$ cat config.mk
export PLATFORM = sky130hd
export DESIGN_NAME = seg7_scan_ctrl
export DESIGN_NICKNAME = d
export VERILOG_FILES = /design/src/rtl/seg7_pkg.sv /design/src/rtl/seg7_hex_decode.sv /design/src/rtl/seg7_scan_ctrl.sv
export SDC_FILE = /design/constraint.sdc
export NUM_CORES = 1
export LEC_CHECK = 0
export CORE_MARGIN = 2
export CORE_UTILIZATION = 55
export CTS_CLUSTER_SIZE = 16
export DETAILED_ROUTE_END_ITERATION = 16
export GPL_TIMING_DRIVEN = 1
export PLACE_DENSITY = 0.74
export SLEW_MARGIN = 10
export SYNTH_ARGS = -nofsm -noshare
export SYNTH_HDL_FRONTEND = slang
export SYNTH_SLANG_ARGS = --single-unit
$ cat constraint.sdc
create_clock -name clk_i -period 4 [get_ports clk_i]
set_input_delay 0.6 -clock clk_i [delete_from_list [all_inputs] [get_ports clk_i]]
set_output_delay 0.6 -clock clk_i [all_outputs]
set_load 0.01 [all_outputs]
$ cat src/rtl/seg7_pkg.sv
// seg7_pkg: shared segment table, blanking constants and scan state encoding.
package seg7_pkg;
  typedef enum logic {BLANK = 1'b0, SHOW = 1'b1} state_e;
  localparam logic [6:0] SEG_BLANK = 7'h7F;
  localparam logic [7:0] AN_OFF = 8'hFF;
  // Active-low {G..A}; listed from F down to 0 so SEG_TABLE[n] is digit n.
  localparam logic [15:0][6:0] SEG_TABLE = {
    7'b0001110, 7'b0000110, 7'b0100001, 7'b1000110,
    7'b0000011, 7'b0001000, 7'b0010000, 7'b0000000,
    7'b1111000, 7'b0000010, 7'b0010010, 7'b0011001,
    7'b0110000, 7'b0100100, 7'b1111001, 7'b1000000
  };
endpackage

$ cat src/rtl/seg7_hex_decode.sv
// seg7_hex_decode: combinational hex to active-low 7-segment pattern.
module seg7_hex_decode
  import seg7_pkg::*;
(
  input  logic [3:0] hex_i,
  output logic [6:0] seg_o
);
  assign seg_o = SEG_TABLE[hex_i];
endmodule

$ cat src/rtl/seg7_scan_ctrl.sv
// seg7_scan_ctrl: 8-digit multiplexed 7-segment scanner with blanking gap and frame tick.
module seg7_scan_ctrl
  import seg7_pkg::*;
#(
  parameter int unsigned SCAN_DIV  = 100000,
  parameter int unsigned BLANK_CYC = 1000
) (
  input  logic       clk_i,
  input  logic       rst_ni,
  input  logic       wr_en_i,
  input  logic [2:0] wr_addr_i,
  input  logic [3:0] wr_data_i,
  input  logic       wr_dp_i,
  input  logic [7:0] digit_en_i,
  output logic [6:0] seg_o,
  output logic       dp_o,
  output logic [7:0] an_o,
  output logic       frame_tick_o
);
  logic [7:0][3:0] val_q;
  logic [7:0]      dpb_q;
  state_e          state_q, state_d;
  logic [2:0]      idx_q, idx_d;
  logic [31:0]     cnt_q, cnt_d;
  logic [6:0]      seg_q, seg_d, dec_seg;
  logic [7:0]      an_q, an_d;
  logic            dp_q, dp_d, tick_q, tick_d, lit;

  seg7_hex_decode u_dec (.hex_i(val_q[idx_q]), .seg_o(dec_seg));

  always_ff @(posedge clk_i or negedge rst_ni)
    if (!rst_ni) begin
      val_q <= '0;
      dpb_q <= '0;
    end else if (wr_en_i) begin
      val_q[wr_addr_i] <= wr_data_i;
      dpb_q[wr_addr_i] <= wr_dp_i;
    end

  always_comb begin
    state_d = state_q;
    idx_d   = idx_q;
    cnt_d   = cnt_q + 32'd1;
    tick_d  = 1'b0;
    if (state_q == BLANK) begin
      if (cnt_q == BLANK_CYC - 1) begin
        state_d = SHOW;
        cnt_d   = '0;
      end
    end else if (cnt_q == SCAN_DIV - BLANK_CYC - 1) begin
      state_d = BLANK;
      cnt_d   = '0;
      idx_d   = idx_q + 3'd1;
      tick_d  = idx_q == 3'd7;
    end
    // A disabled digit still burns its slot so the frame period never changes.
    lit  = state_q == SHOW && digit_en_i[idx_q];
    an_d = lit ? ~(8'd1 << idx_q) : AN_OFF;
    seg_d = lit ? dec_seg : SEG_BLANK;
    dp_d = lit ? ~dpb_q[idx_q] : 1'b1;
  end

  always_ff @(posedge clk_i or negedge rst_ni)
    if (!rst_ni) begin
      state_q <= BLANK;
      idx_q   <= '0;
      cnt_q   <= '0;
      an_q    <= AN_OFF;
      seg_q   <= SEG_BLANK;
      dp_q    <= 1'b1;
      tick_q  <= 1'b0;
    end else begin
      state_q <= state_d;
      idx_q   <= idx_d;
      cnt_q   <= cnt_d;
      an_q    <= an_d;
      seg_q   <= seg_d;
      dp_q    <= dp_d;
      tick_q  <= tick_d;
    end

  assign an_o         = an_q;
  assign seg_o        = seg_q;
  assign dp_o         = dp_q;
  assign frame_tick_o = tick_q;
endmodule

==> results of run 1 <==
## metrics by stage
| stage | total power [mW] | cell area (um2) | util (%) |
|---|---|---|---|
| 2_1_floorplan | 1.27 | 4440 | - |
| 3_3_place_gp | 1.36 | 4920 | 63.3 |
| 3_5_place_dp | 1.37 | 4920 | 63.3 |
| 4_1_cts | 2.12 | 5170 | 66.5 |
| 5_1_grt | 2.20 | 5170 | 66.5 |
| 6_report | 2.10 | 5170 | 66.5 |
## worst max-delay path, stage by stage (launching register included)
cell	delay, ns
dfrtp_1	0.74
mux4_2	0.59
mux2i_1	0.42
inv_1	0.16
ha_1	0.28
inv_1	0.07
nor3_1	0.05
a211oi_1	0.17
o21ai_0	0.10
## routing by layer
metal,vias to the layer above,global-route usage (%),part of all wire (%),routed length [um]
li1,1375,-,-,-
met1,1448,31.3,48,4070
met2,75,30.5,45,3750
met3,9,4.98,6.0,505
met4,0,5.56,1.1,89
met5,-,0,0,0
## area by class of cell
type | count | area [um2]
Clock inverter | 7 | 123
Multi-Input combinational cell | 246 | 2030
Inverter | 11 | 41.3
Fill cell | 598 | 2600
Tap cell | 102 | 128
Clock buffer | 9 | 124
Sequential cell | 93 | 2350
Timing Repair Buffer | 39 | 378
## placed cells by master, fill, tap and decap left out, types with 2 or more instances in the layout
cell / Yosys / routed
dfrtp_1: 77 / 77
mux2_2: 42 / 42
clkdlybuf4s50_1: 0 / 34
nand2_1: 30 / 30
nor2_1: 24 / 24
xnor2_1: 19 / 19
dfstp_2: 16 / 16
xor2_1: 12 / 12
nor3_1: 12 / 12
ha_1: 12 / 12
nand3_1: 11 / 11
inv_1: 10 / 10
mux4_2: 10 / 10
nand4_1: 9 / 9
clkbuf_8: 0 / 9
nor4_1: 8 / 8
mux2i_1: 8 / 8
buf_4: 0 / 5
and3_1: 4 / 4
nand4b_1: 4 / 4
o221ai_1: 4 / 4
nand2b_1: 3 / 3
nor3b_1: 3 / 3
bufinv_16: 0 / 3
and2_1: 2 / 2
or2_2: 2 / 2
nor3_2: 2 / 2
nor2b_1: 2 / 2
a211oi_1: 2 / 2
o21ai_0: 2 / 2
o211ai_1: 2 / 2
a21oi_1: 2 / 2
nor4b_1: 2 / 2
clkinvlp_4: 0 / 2
## sequential cells by signal, summed over array words and instances (netlist names)
| name | count |
|---|---|
| dp_o | 1 |
| seg_o | 7 |
| cnt_q | 32 |
| val_q | 32 |
| state_q | 1 |
| dpb_q | 8 |
| idx_q | 3 |
| frame_tick_o | 1 |
| an_o | 8 |
## final timing paths
path / end
max in group asynchronous: val_q[22]
min in group clk_i: cnt_q[0]
setup reg to reg: seg_o[3]
hold / removal: cnt_q[6]
hold reg to reg: cnt_q[0]
setup / recovery: seg_o[3]
## power by group
part / switching, mW / internal (mW) / leakage [nW] / total (mW)
logic: 0.125 / 0.149 / 0.919 / 0.274
clock network: 0.328 / 0.418 / 0.116 / 0.746
registers: 0.0493 / 1.03 / 1.15 / 1.08
## cell usage after synthesis (2+ instances only)
| library cell | instances |
|---|---|
| and3_1 | 4 |
| clkbuf_1 | 2 |
| mux2i_1 | 8 |
| nor3_2 | 2 |
| o211ai_1 | 2 |
| a211oi_1 | 2 |
| xor2_1 | 12 |
| nand2b_1 | 3 |
| nand4b_1 | 4 |
| xnor2_1 | 19 |
| dfstp_2 | 16 |
| o21ai_0 | 2 |
| or2_2 | 2 |
| nand2_1 | 30 |
| nor2b_1 | 2 |
| o221ai_1 | 4 |
| mux2_2 | 42 |
| nor4_1 | 8 |
| nor2_1 | 24 |
| buf_2 | 2 |
| nand3_1 | 11 |
| inv_1 | 10 |
| nor3b_1 | 3 |
| and2_1 | 2 |
| nor3_1 | 12 |
| mux4_2 | 10 |
| ha_1 | 12 |
| a21oi_1 | 2 |
| nand4_1 | 9 |
| nor4b_1 | 2 |
| dfrtp_1 | 77 |
## logic make-up (layout without fill, tap and decap cells)
kind of cell,after synthesis,count (layout),share of synthesized area (%)
fa+ha+maj,12,12,3.38
mux,61,61,18.0
flops,93,93,52.8
xor+xnor,31,31,6.11
simple gates,125,125,15.3
buf+inv,16,66,1.58
compound gates,17,17,2.73
==> key figures, run 1 <==
Routing
  • TritonRoute pass-1 iters: 4
  • DR iter-0 viols: approximately 130
  • Final WL: around 8400 um
  • # DRC: 0
  • Vias: between 2000 and 3000
  • DR WL/cell: roughly 17 um
  • Detail Route Antenna Nets: 0
  • Vias per std cell: 5.73

Global route
  • Initial antenna violation count: 0
  • Largest net degree at the start of global routing: 70
  • Tot GR Track Use: 20.8%
  • Global route overflow: 0
  • Vias in the first global route: 2812
  • First-pass GRT wire length: 14100 um

Pwr
  • Max IR drop VDD: ~0.22 mV
  • Leakage: between 2 and 2.5 nW
  • Pwr Density: between 400 and 500 nW/um2

Critical path
  • Worst r2r path cells: 8
  • FF-to-FF setup slack: approximately 1.3 ns
  • Worst reg2reg startpoint: idx_q[0]
  • Crit path max fanout: 10
  • Worst EP arrival: slightly below 3 ns
  • Critical path type: reg2reg
  • Worst Setup SP: idx_q[0]
  • Worst Path Required: about 4.3 ns
  • Worst Setup Start Kind: register
  • CP endpoint kind: register

CTS
  • CTS buffer count: 9
  • CTS tree: done
  • Clock Path Buffers: 2
  • Post-CTS sizing: 0
  • CTS Hold Bufs: 0
  • Clock sink total: 93
  • CTS root buffer: clkbuf_8
  • Setup Fix Bufs, Post-CTS: 0
  • H-tree depth: 3
  • Clk_lat worst skew: between 0.3 and 0.4 ns
  • Worst-path clk slew: roughly 0.09 ns

Timing
  • Setup TNS: 0 ns
  • Slew HR: about a third
  • RSZ-0062 raised after global routing: no
  • Slew Viols, Final: 0
  • Clock period minus worst slack: roughly 2.7 ns
  • Fmax: around 370 MHz
  • Final hold vios: 0
  • Endpoints failing setup: 0
  • Fin crit share: 66.9%
  • Hold Slack: between 0.3 and 0.4 ns
  • Slew @ Worst Pin: a little under 1 ns
  • Clock skew: around 0.0073 ns
  • Post-route setup slack: approximately 1.3 ns

Die
  • Die area: 8810 um2
  • Die height: 93.9 um
  • Core area: between 7000 and 8000 um2
  • Die X: 93.9 um
  • # rows: 32
  • IO Pins: 36
  • Initial core utilization: 57.2%

Yosys
  • Yosys top cell by area: dfrtp_1
  • Primary FF master, synth: dfrtp_1
  • Register area share after synthesis: between 50 and 60%
  • Number of flops mapped to enable cells by yosys: 0
  • Synth top area share: a little over two fifths
  • Async set-or-reset flop fraction in the synthesized netlist: 100%
  • Mapped Area: 4440 um2
  • Synthesized instance count: roughly 360
  • Synth warn: 0
  • Top post-synthesis cells by area: dfrtp_1 (43%), mux2_2 (11%), dfstp_2 (9.5%), mux4_2 (5.1%), xnor2_1 (3.7%)
  • Syn nets: ~390
  • Distinct cells, synth: 46
  • Avg Cell Area, Syn: about 13 um2
  • Synthesis-stage register bit count: 93

Place
  • DP Cell Count: about 500
  • Port Buffers: 35
  • Dpl ws: around 1.4 ns
  • Placer Congestion: slightly below 0.8
  • Hpwl dp: approximately 5900 um

Job
  • Max_cap viols: 0

Hold path
  • Hold/Removal Path Class: in2async

Finish
  • P&R area growth vs syn: 16.3%
  • Finished Layout Cells: between 500 and 600
  • ANT cells: 0
  • Share of cells above drive strength 1: 24.2%
  • Final nets: 431

Outcome
  • Status: finished clean
Note: power is estimated with default switching activity, not from simulation.
==> run 2: changes to the inputs <==
clock period = 2.5 ns   (was 4 ns; I/O delays follow)
==> key figures, run 2 (synthesized netlist as in run 1, its figures left out) <==
Finish
  • Register area: roughly 2300 um2
  • Fin util: between 60% and 70%
  • ANT cells: 0
  • P&R area growth vs syn: 17.3%
  • Largest registers: cnt_q (32), val_q (32)
  • Commonest cells after routing, fill and taps aside: dfrtp_1 (76), mux2_2 (42), clkdlybuf4s50_1 (34)
  • Multi-input logic area: 2030 um2
  • Final nets: 440
  • Most common cell after layout, fill and taps aside: dfrtp_1
  • Share of cells above drive strength 1: 26.1%
  • # fillers: about 590

Place
  • Placer Congestion: approximately 0.81
  • Port Buffers: 35
  • Hpwl dp: around 6200 um

Pwr
  • Pwr Density: between 600 and 700 nW/um2
  • Leakage: 2.20 nW
  • Max IR drop VDD: a little over 0.3 mV

Timing
  • Fin crit share: 92.0%
  • Slew HR: a little under three fifths
  • RSZ-0062 raised after global routing: no
  • Slew @ Worst Pin: between 0.6 and 0.7 ns
  • Hold Slack: -0.0155 ns
  • Clock period minus worst slack: between 2 and 2.5 ns
  • Endpoints failing setup: 0
  • Slew Viols, Final: 0
  • Clock skew: between 0.01 and 0.015 ns
  • Final hold vios: 6
  • Fmax: about 430 MHz
  • Setup TNS: 0 ns

Hold path
  • Hold/Removal Path Class: in2async

Critical path
  • Worst Setup Start Kind: register
  • CP endpoint kind: register
  • Worst Path Required: 2.74 ns
  • Crit path max fanout: 5
  • Critical path type: reg2reg
  • Worst EP arrival: about 2.5 ns

Global route
  • Largest net degree at the start of global routing: 42
  • Tot GR Track Use: a little over a fifth
  • Vias in the first global route: 2938
  • Initial antenna violation count: 0
  • Global route overflow: 0
  • First-pass GRT wire length: ~15000 um

Routing
  • DR WL/cell: ~17 um
  • Vias per std cell: around 5.7
  • Detail Route Antenna Nets: 0
  • DR iter-0 viols: 131
  • TritonRoute pass-1 iters: 4
  • Vias: approximately 3000
  • Final WL: ~8600 um
  • # DRC: 0

Job
  • Max_cap viols: 0

Outcome
  • Status: finished with violations
  • Failing checks: negative hold slack

Die
  • IO Pins: 36
  • Core area: 7770 um2
  • Die area: a little under 9000 um2
  • Die height: 93.9 um
  • Initial core utilization: between 50% and 60%
  • Die X: 93.9 um
  • # rows: 32

CTS
  • Worst-path clk slew: ~0.090 ns
  • Post-CTS sizing: 0
  • Clock sink total: 93
  • Clk_lat worst skew: between 0.3 and 0.4 ns
  • CTS root buffer: clkbuf_8
  • CTS buffer count: 9
  • Clock Path Buffers: 2
  • Setup Fix Bufs, Post-CTS: 0
  • CTS tree: done
  • H-tree depth: 3
  • CTS Hold Bufs: 0
## run 2: cell types whose count changed in the layout (fill, tap and decap cells not counted), sizes merged
| cell | change |
|---|---|
| clkinv | +1 |
| bufinv | -1 |
| inv | -1 |
| buf | +9 |
| clkbuf | +1 |
## run 2: where the power goes
| part | internal (mW) | switching [mW] |
|---|---|---|
| Clock | 0.562 | 0.511 |
| Sequential | 1.65 | 0.0780 |
| Combinational | 0.245 | 0.205 |
| Total | 2.45 | 0.794 |
## run 2: final cells by class
class | instances | share of cell area, %
Clock buffer | 10 | 2.45
Clock inverter | 6 | 1.68
Inverter | 11 | 0.792
Multi-Input combinational cell | 246 | 39.0
Sequential cell | 93 | 45.1
Tap cell | 102 | 2.45
Timing Repair Buffer | 48 | 8.55
## run 2: final timing paths
| path | depth (start not counted) | end | slack (ns) | start |
|---|---|---|---|---|
| worst min-delay path | 1 | cnt_q[8] | -0.02 | rst_ni |
| min in group clk_i | 1 | cnt_q[0] | 0.47 | cnt_q[0] |
| worst max register to register | 8 | seg_o[3] | 0.20 | idx_q[0] |
| max in group asynchronous | 2 | an_o[6] | 1.84 | rst_ni |
| worst max-delay path | 8 | seg_o[3] | 0.20 | idx_q[0] |
| worst min register to register | 1 | cnt_q[0] | 0.47 | cnt_q[0] |
## run 2: through the flow
stage / instances / instance area [um2] / setup slack (ns) / power [mW]
final: 516 / 5210 / 0.200 / 3.25
after global routing: 516 / 5210 / 0.0501 / 3.40
after CTS: 516 / 5200 / 0.0597 / 3.25
after detailed placement: 500 / 4990 / 0.0909 / 2.19
after global placement: 500 / 4990 / 0.268 / 2.17
after floorplan: 355 / 4440 / 0.179 / 2.03
## run 2: critical path, stage by stage, from the launching register on
cell	delay [ns]
dfrtp_2	0.45
mux4_2	0.53
mux2i_2	0.31
inv_1	0.14
ha_1	0.27
inv_1	0.08
nor3_1	0.06
a211oi_1	0.23
o21ai_0	0.12
## run 2: routing by layer
metal	GRT usage, %	share of wire [%]	vias to the layer above	routed length (um)
li1	-	-	1387	-
met1	33.1	50	1478	4320
met2	32.0	44	87	3800
met3	2.97	4.7	9	409
met4	6.28	0.91	0	78
met5	0	0	-	0
